File: src/rtl/switch_pkg.sv
// Shared constants and types for the slide-switch debouncer.
// Bench and synthesis builds pick different debounce lengths from here.
package switch_pkg;

    localparam int NUM_SW_DEFAULT      = 10;
    localparam int DEBOUNCE_20MS_50MHZ = 1000000;
    localparam int DEBOUNCE_SIM        = 4;

    // Kind of transition a bit commits on the current edge.
    typedef enum logic [1:0] {
        EDGE_NONE = 2'd0,
        EDGE_RISE = 2'd1,
        EDGE_FALL = 2'd2
    } edge_e;

endpackage

File: src/rtl/debounce_bit.sv
// One switch bit: 2-flop synchroniser, stability counter, clean flop and
// one-cycle rise/fall pulses.
module debounce_bit
    import switch_pkg::*;
#(
    parameter  int DEBOUNCE_CYCLES = DEBOUNCE_SIM,
    localparam int CNT_W           = $clog2(DEBOUNCE_CYCLES + 1)
) (
    input  logic clk,
    input  logic reset_n,
    input  logic raw,
    output logic clean,
    output logic rise,
    output logic fall,
    output logic busy,
    output logic accept
);

    localparam logic [CNT_W-1:0] LAST = CNT_W'(DEBOUNCE_CYCLES - 1);

    logic             s1;
    logic             s2;
    logic [CNT_W-1:0] cnt;
    edge_e            evt;

    // accept is exported so the top can register change_pulse in step with the pulses.
    always_comb begin
        accept = 1'b0;
        evt    = EDGE_NONE;
        if ((s2 != clean) && (cnt == LAST)) begin
            accept = 1'b1;
            evt    = s2 ? EDGE_RISE : EDGE_FALL;
        end
    end

    always_ff @(posedge clk or negedge reset_n) begin
        if (!reset_n) begin
            s1    <= 1'b0;
            s2    <= 1'b0;
            cnt   <= '0;
            clean <= 1'b0;
            rise  <= 1'b0;
            fall  <= 1'b0;
        end else begin
            s1   <= raw;
            s2   <= s1;
            rise <= (evt == EDGE_RISE);
            fall <= (evt == EDGE_FALL);
            if (s2 == clean) begin
                cnt <= '0;
            end else if (accept) begin
                clean <= s2;
                cnt   <= '0;
            end else begin
                cnt <= cnt + CNT_W'(1);
            end
        end
    end

    assign busy = (cnt != '0);

endmodule

File: src/rtl/switch_debouncer.sv
// Debounces NUM_SW raw slide-switch pins into clean levels plus edge events
// for the switch reader peripheral.
module switch_debouncer
    import switch_pkg::*;
#(
    parameter int NUM_SW          = NUM_SW_DEFAULT,
    parameter int DEBOUNCE_CYCLES = DEBOUNCE_20MS_50MHZ
) (
    input  logic              clk,
    input  logic              reset_n,
    input  logic [NUM_SW-1:0] switch_raw,
    output logic [NUM_SW-1:0] switch_clean,
    output logic [NUM_SW-1:0] switch_rise,
    output logic [NUM_SW-1:0] switch_fall,
    output logic              change_pulse,
    output logic [NUM_SW-1:0] busy
);

    logic [NUM_SW-1:0] accept;

    for (genvar i = 0; i < NUM_SW; i++) begin : g_bit
        debounce_bit #(
            .DEBOUNCE_CYCLES(DEBOUNCE_CYCLES)
        ) u_bit (
            .clk    (clk),
            .reset_n(reset_n),
            .raw    (switch_raw[i]),
            .clean  (switch_clean[i]),
            .rise   (switch_rise[i]),
            .fall   (switch_fall[i]),
            .busy   (busy[i]),
            .accept (accept[i])
        );
    end

    always_ff @(posedge clk or negedge reset_n) begin
        if (!reset_n) begin
            change_pulse <= 1'b0;
        end else begin
            change_pulse <= |accept;
        end
    end

endmodule

File: config.mk
export PLATFORM = sky130hd
export DESIGN_NAME = switch_debouncer
export DESIGN_NICKNAME = d
export VERILOG_FILES = /design/src/rtl/switch_pkg.sv /design/src/rtl/debounce_bit.sv /design/src/rtl/switch_debouncer.sv
export SDC_FILE = /design/constraint.sdc
export NUM_CORES = 1
export LEC_CHECK = 0
export BUFFER_PORTS_ARGS = -buffer_cell sky130_fd_sc_hd__buf_2
export CORE_MARGIN = 5
export CORE_UTILIZATION = 50
export CTS_CLUSTER_SIZE = 14
export DETAILED_ROUTE_END_ITERATION = 16
export PLACE_DENSITY = 0.71
export SLEW_MARGIN = 20
export SYNTH_ARGS = -nofsm -noshare
export SYNTH_HDL_FRONTEND = slang
export SYNTH_HIERARCHICAL = 1
export SYNTH_SLANG_ARGS = --single-unit
File: constraint.sdc
create_clock -name clk -period 1.89 [get_ports clk]
set_clock_uncertainty 0.1 [all_clocks]
set_input_delay 0.378 -clock clk [delete_from_list [all_inputs] [get_ports clk]]
set_output_delay 0.378 -clock clk [all_outputs]
set_load 0.1 [all_outputs]
* After elaboration in Yosys (flattened, before gate mapping)
Index checks and enable logic that the tools add are counted.
Storage, ports and cells: bits in registers 251, latch bits 0, RAM bits 0, bits in read-only memories 0, output and inout port bits 41, word-level logic and storage cells 212, memories kept 0
Operators by class: $add $sub $neg 10, multiply operators 0, div/mod/pow operators 0, order comparisons 0, eq/ne operators 50, shift-type cells 0, mux-type cells 50, bitwise operators 10, reduce and logical (&&, ||, !) cells 31
Operators by type and width (count):
- $mux W20 | 20
- $add A20 B1 Y20 const B | 10
- $eq A20 B20 Y1 const B | 10
- $reduce_bool A20 Y1 | 10
- $mux W2 | 20
- $eq A2 B1 Y1 const B | 10
- $eq A2 B2 Y1 const B | 10
- $reduce_and A2 Y1 | 10
- $eq A1 B1 Y1 | 10
- $logic_and A1 B1 Y1 | 10
- $mux W1 | 10
- $ne A1 B1 Y1 | 10
- $not A1 Y1 | 10
- $reduce_or A10 Y1 | 1

* Longest topological paths before layout
depth in word-level cells 5, mapped depth 6, mapped depth without buffers 6

* Modules after synthesis
Netlist, hierarchy kept.
By module, submodules not included:
- debounce_bit | instances 10, cells an instance 120, area each 1242.4 µm²
- switch_debouncer | instances 1, cells an instance 5, area each 46.3 µm²

* Worst setup path after synthesis
OpenSTA, ideal clock, no wires.
path kind flip-flop to output port, from reg g_bit[0].u_bit.cnt[8], to out busy[0], data arrival time 1982 ps, data required time 1412 ps, slack -570 ps, cell stages (with the launch flop) 4, cells stage by stage dfrtp_1 or4_1 nor2_1 nand4_1
On the way: word-level cells in the longest chain between the ends 1
Ends and longest elaborated chain:
- from (decl) | line debounce_bit.sv:23 | logic [CNT_W-1:0] cnt;
- from (signal assigned) | line debounce_bit.sv:55 | cnt <= cnt + CNT_W'(1);
- $reduce_bool A20 Y1 | line debounce_bit.sv:60 | assign busy = (cnt != '0);
- to (decl) | line switch_debouncer.sv:16 | output logic [NUM_SW-1:0] busy
Every way passes these cells.

* Worst setup path after layout
from reg g_bit[2].u_bit.cnt[11], to out busy[2]
On the way: word-level cells in the longest chain between the ends 1
Ends and longest elaborated chain (line):
- from (decl) | debounce_bit.sv:23
- from (signal assigned) | debounce_bit.sv:55
- $reduce_bool A20 Y1 | debounce_bit.sv:60
Every way passes these cells.

==> summary.md <==
| Metric | Value |
|---|---|
| Status | `complete, but fails checks` |
| Failing checks | `negative setup slack` |
| Finished Layout Cells | `1796` |
| Maximum VDD drop | `0.826 mV` |
| Min-Delay Path Class | `in2async` |
| Leading area contributor after synthesis | `dfrtp_1` |
| Area Overhead vs Synth | `29.1%` |
| Chip height | `168 um` |
| Average via count per standard cell | `5.51` |
| Sw Share | `23.5%` |
| Multi-input gate area | `6180 um2` |
| CTS root buffer | `clkbuf_16` |
| Final hold vios | `0` |
| Register Area | `6280 um2` |
| Psw | `2.78 mW` |
| Clk pwr share | `45.1%` |
| Gate power share | `8.1%` |
| Slowest stage delay, CP | `0.55 ns` |
| Crit-path max FO | `2` |
| Most numerous cell in the Yosys netlist | `dfrtp_1` |
| Util after Layout | `65.8%` |
| Port Buffer Count | `52` |
| Nets | `1487` |
| TritonCTS clock tree | `yes` |
| Worst Setup EP | `busy[2]` |
| Top post-synthesis cells by count | `251 x dfrtp_1, 161 x nor2_1, 80 x xor2_1, 70 x nand2_1, 51 x nand3_1` |
| Crit path from | `g_bit[2].u_bit/cnt[11]` |
| Core footprint | `24500 um2` |
| Max Slew Vio Count | `0` |
| Ant. Diodes | `0` |
| Dpl cell area | `14300 um2` |
| Worst path slowest cell | `or4_4` |
| Starting Density | `51.0%` |
| Slew Limit Headroom | `66.2%` |
| RR Startpoint | `g_bit[2].u_bit/cnt[11]` |
| Asr flop ratio synth | `100%` |
| Leakage | `7.34 nW` |
| Site Rows | `57` |
| Cells after Synth | `1205` |
| GRT Total Usage | `19.2%` |
| Synth top area share | `50.4%` |
| Die area | `28200 um2` |
| Fin crit share | `132%` |
| H-tree depth | `1` |
| Final Critical Period | `2.49 ns` |
| Worst hold margin | `0.238 ns` |
| R2R cell count | `6` |
| DRC | `0` |
| Final instance area | `16100 um2` |
| RD Place Congestion | `0.831` |
| Global route total overflow | `0` |
| Antenna violations before repair | `0` |
| Clock latency on the worst-skew pair | `0.54 ns` |
| Register area share after synthesis | `50.4%` |
| Avg Inst Size Synth | `10.3 um2` |
| Clock sink count | `251` |
| Final worst slack | `-0.597 ns` |
| Routed len/inst | `15.4 um` |
| Fill count | `1852` |
| Crit path DAT | `2.01 ns` |
| WL final | `27600 um` |
| Hpwl dp | `19100 um` |
| Vias in the first global route | `9785` |
| Crit-path cells | `or4_4 > nor2_4 > nand4_1 > buf_6` |
| Top post-synthesis cells by area | `dfrtp_1 50%, xor2_1 5.6%, nor2_1 4.8%, xnor2_1 3.5%, nand2_1 2.1%` |
| Die Wd | `168 um` |
| Cts bufs inserted | `28` |
| Cell variety after synth | `33` |
| Synthesized area | `12500 um2` |
| IO Count | `53` |
| Crit Path Class | `reg2out` |
| Reg power frac | `46.8%` |
| Max Fclk | `402 MHz` |
| Largest net degree at the start of global routing | `50` |
| Register bit count reported by yosys | `251` |
| CTS max path bufs | `3` |
| Synth Warn # | `6` |
| CP endpoint kind | `output port` |
| Power Density | `735 nW/um2` |
| P_int | `9.04 mW` |
| Cell count after placement | `1717` |
| Flop2flop setup slack | `-0.08 ns` |
| Clock-pin slew on the worst setup and hold paths | `0.06 ns` |
| Reg-to-Reg End | `g_bit[2].u_bit/clean` |
| Worst-Margin Slew | `0.511 ns` |
| Syn nets | `1237` |
| Max Cap Violations | `0` |
| Number of synthesized flops with an enable pin | `0` |
| Total power | `11.8 mW` |
| Final number of setup-violating endpoints | `13` |
| Global-route wire length before repair | `46900 um` |
| RSZ-0062 raised after global routing | `yes` |
| Via count | `9894` |
| Share of layout cells above drive strength 1 | `30.3%` |
| Top_reg_cell synth | `dfrtp_1` |
| DRT antenna net count | `0` |
| CP required | `1.41 ns` |
| 1st-pass router iterations | `5` |
| DRT iter0 DRCs | `522` |
| Critical path launch point type | `flip-flop` |
## routing by layer
layer / part of all wire [%] / global-route usage, % / vias up
met5: 0 / 0 / -
met4: 2.5 / 5.15 / 0
met3: 3.5 / 2.58 / 56
met2: 49 / 32.0 / 182
met1: 45 / 26.6 / 4854
li1: - / - / 4802
## kinds of logic (layout without fill, tap and decap cells)
kind of cell               count (synthesis)  count (layout)  share of synthesized area (%)
and+or+nand+nor                          584             584                           27.1
DFF                                      251             251                           50.4
AOI/OAI and AO/OA                        130             130                           6.82
xor gates and xnor gates                 130             130                           9.13
buffers and inverters                     80             347                           3.71
adders and majority gates                 20              20                           2.01
muxes                                     10              10                          0.903
## placed cells by master, fill, tap and decap left out, types with 11 or more instances in the layout
| cell | Yosys | layout |
|---|---|---|
| clkbuf_16 | 0 | 29 |
| nor3_1 | 20 | 20 |
| buf_6 | 20 | 18 |
| nand3_1 | 51 | 51 |
| nor4_1 | 32 | 20 |
| or3_1 | 30 | 30 |
| and3_1 | 30 | 30 |
| a21oi_2 | 20 | 20 |
| or4_4 | 20 | 38 |
| o31ai_1 | 30 | 30 |
| nand4_1 | 40 | 40 |
| nor2_1 | 161 | 150 |
| xor2_1 | 80 | 80 |
| inv_1 | 50 | 50 |
| o21ai_0 | 30 | 30 |
| buf_2 | 10 | 36 |
| a21oi_1 | 40 | 40 |
| xnor2_1 | 50 | 50 |
| or4_1 | 30 | 12 |
| dfrtp_1 | 251 | 248 |
| nand2_1 | 70 | 70 |
| buf_4 | 0 | 160 |
| ha_1 | 20 | 17 |
| dlygate4sd3_1 | 0 | 11 |
| buf_12 | 0 | 15 |
## final cells by class
| class | instances | area share [%] |
|---|---|---|
| Inverter | 50 | 1.17 |
| Clock buffer | 37 | 4.76 |
| Sequential cell | 251 | 39.0 |
| Tap cell | 324 | 2.52 |
| Multi-Input combinational cell | 874 | 38.4 |
| Timing Repair Buffer | 250 | 13.3 |
| Clock inverter | 10 | 0.832 |
## state kept, by name (all words and copies together) (netlist names)
| signal | flops |
|---|---|
| g_bit.u_bit/cnt | 200 |
| g_bit.u_bit/rise | 10 |
| g_bit.u_bit/clean | 10 |
| g_bit.u_bit/s1 | 10 |
| g_bit.u_bit/s2 | 10 |
| g_bit.u_bit/fall | 10 |
| change_pulse | 1 |
## worst min path at each step
| stage | start | endpoint | slack (ns) | cells past startpoint |
|---|---|---|---|---|
| final | reset_n | g_bit[9].u_bit/cnt[4] | 0.24 | 2 |
| after global routing | g_bit[2].u_bit/s1 | g_bit[2].u_bit/s2 | 0.26 | 0 |
| after CTS | reset_n | g_bit[9].u_bit/cnt[0] | 0.24 | 2 |
| after detailed placement | reset_n | g_bit[9].u_bit/cnt[3] | 0.21 | 1 |
| after global placement | reset_n | g_bit[9].u_bit/cnt[3] | 0.21 | 1 |
| after floorplan | reset_n | change_pulse | -0.02 | 0 |
## what timing repair did
| action | CTS | global route |
|---|---|---|
| setup endpoints to repair | 27 | 68 |
| setup buffers | 12 | 16 |
| cloned | 2 | 0 |
| hold endpoints to repair | 92 | 0 |
| hold buffers | 11 | 0 |
| gates resized for setup | 69 | 72 |
| pin swaps | 13 | 24 |
## metrics by stage
| step | TNS (ns) | setup slack [ns] |
|---|---|---|
| floorplan | -5.41 | -0.541 |
| global placement | -0.638 | -0.123 |
| detailed placement | -0.952 | -0.141 |
| CTS | -13.87 | -0.615 |
| global route | -7.64 | -0.689 |
| finish | -5.60 | -0.597 |
## critical path, delay by kind of cell (launching register included)
kind / cells / cell delay [ns]
buf+inv: 1 / 0.25
flops: 1 / 0.38
simple gates: 3 / 0.85
## power groups by stage
stage / registers (mW) / logic, mW / clock network [mW]
2_1_floorplan: 5.61 / 0.497 / 0
3_3_place_gp: 5.62 / 0.812 / 0
3_5_place_dp: 5.62 / 0.824 / 0
4_1_cts: 5.53 / 0.924 / 5.49
5_1_grt: 5.54 / 1.04 / 5.69
6_report: 5.53 / 0.960 / 5.34
Power figures use the tool's default switching activity.
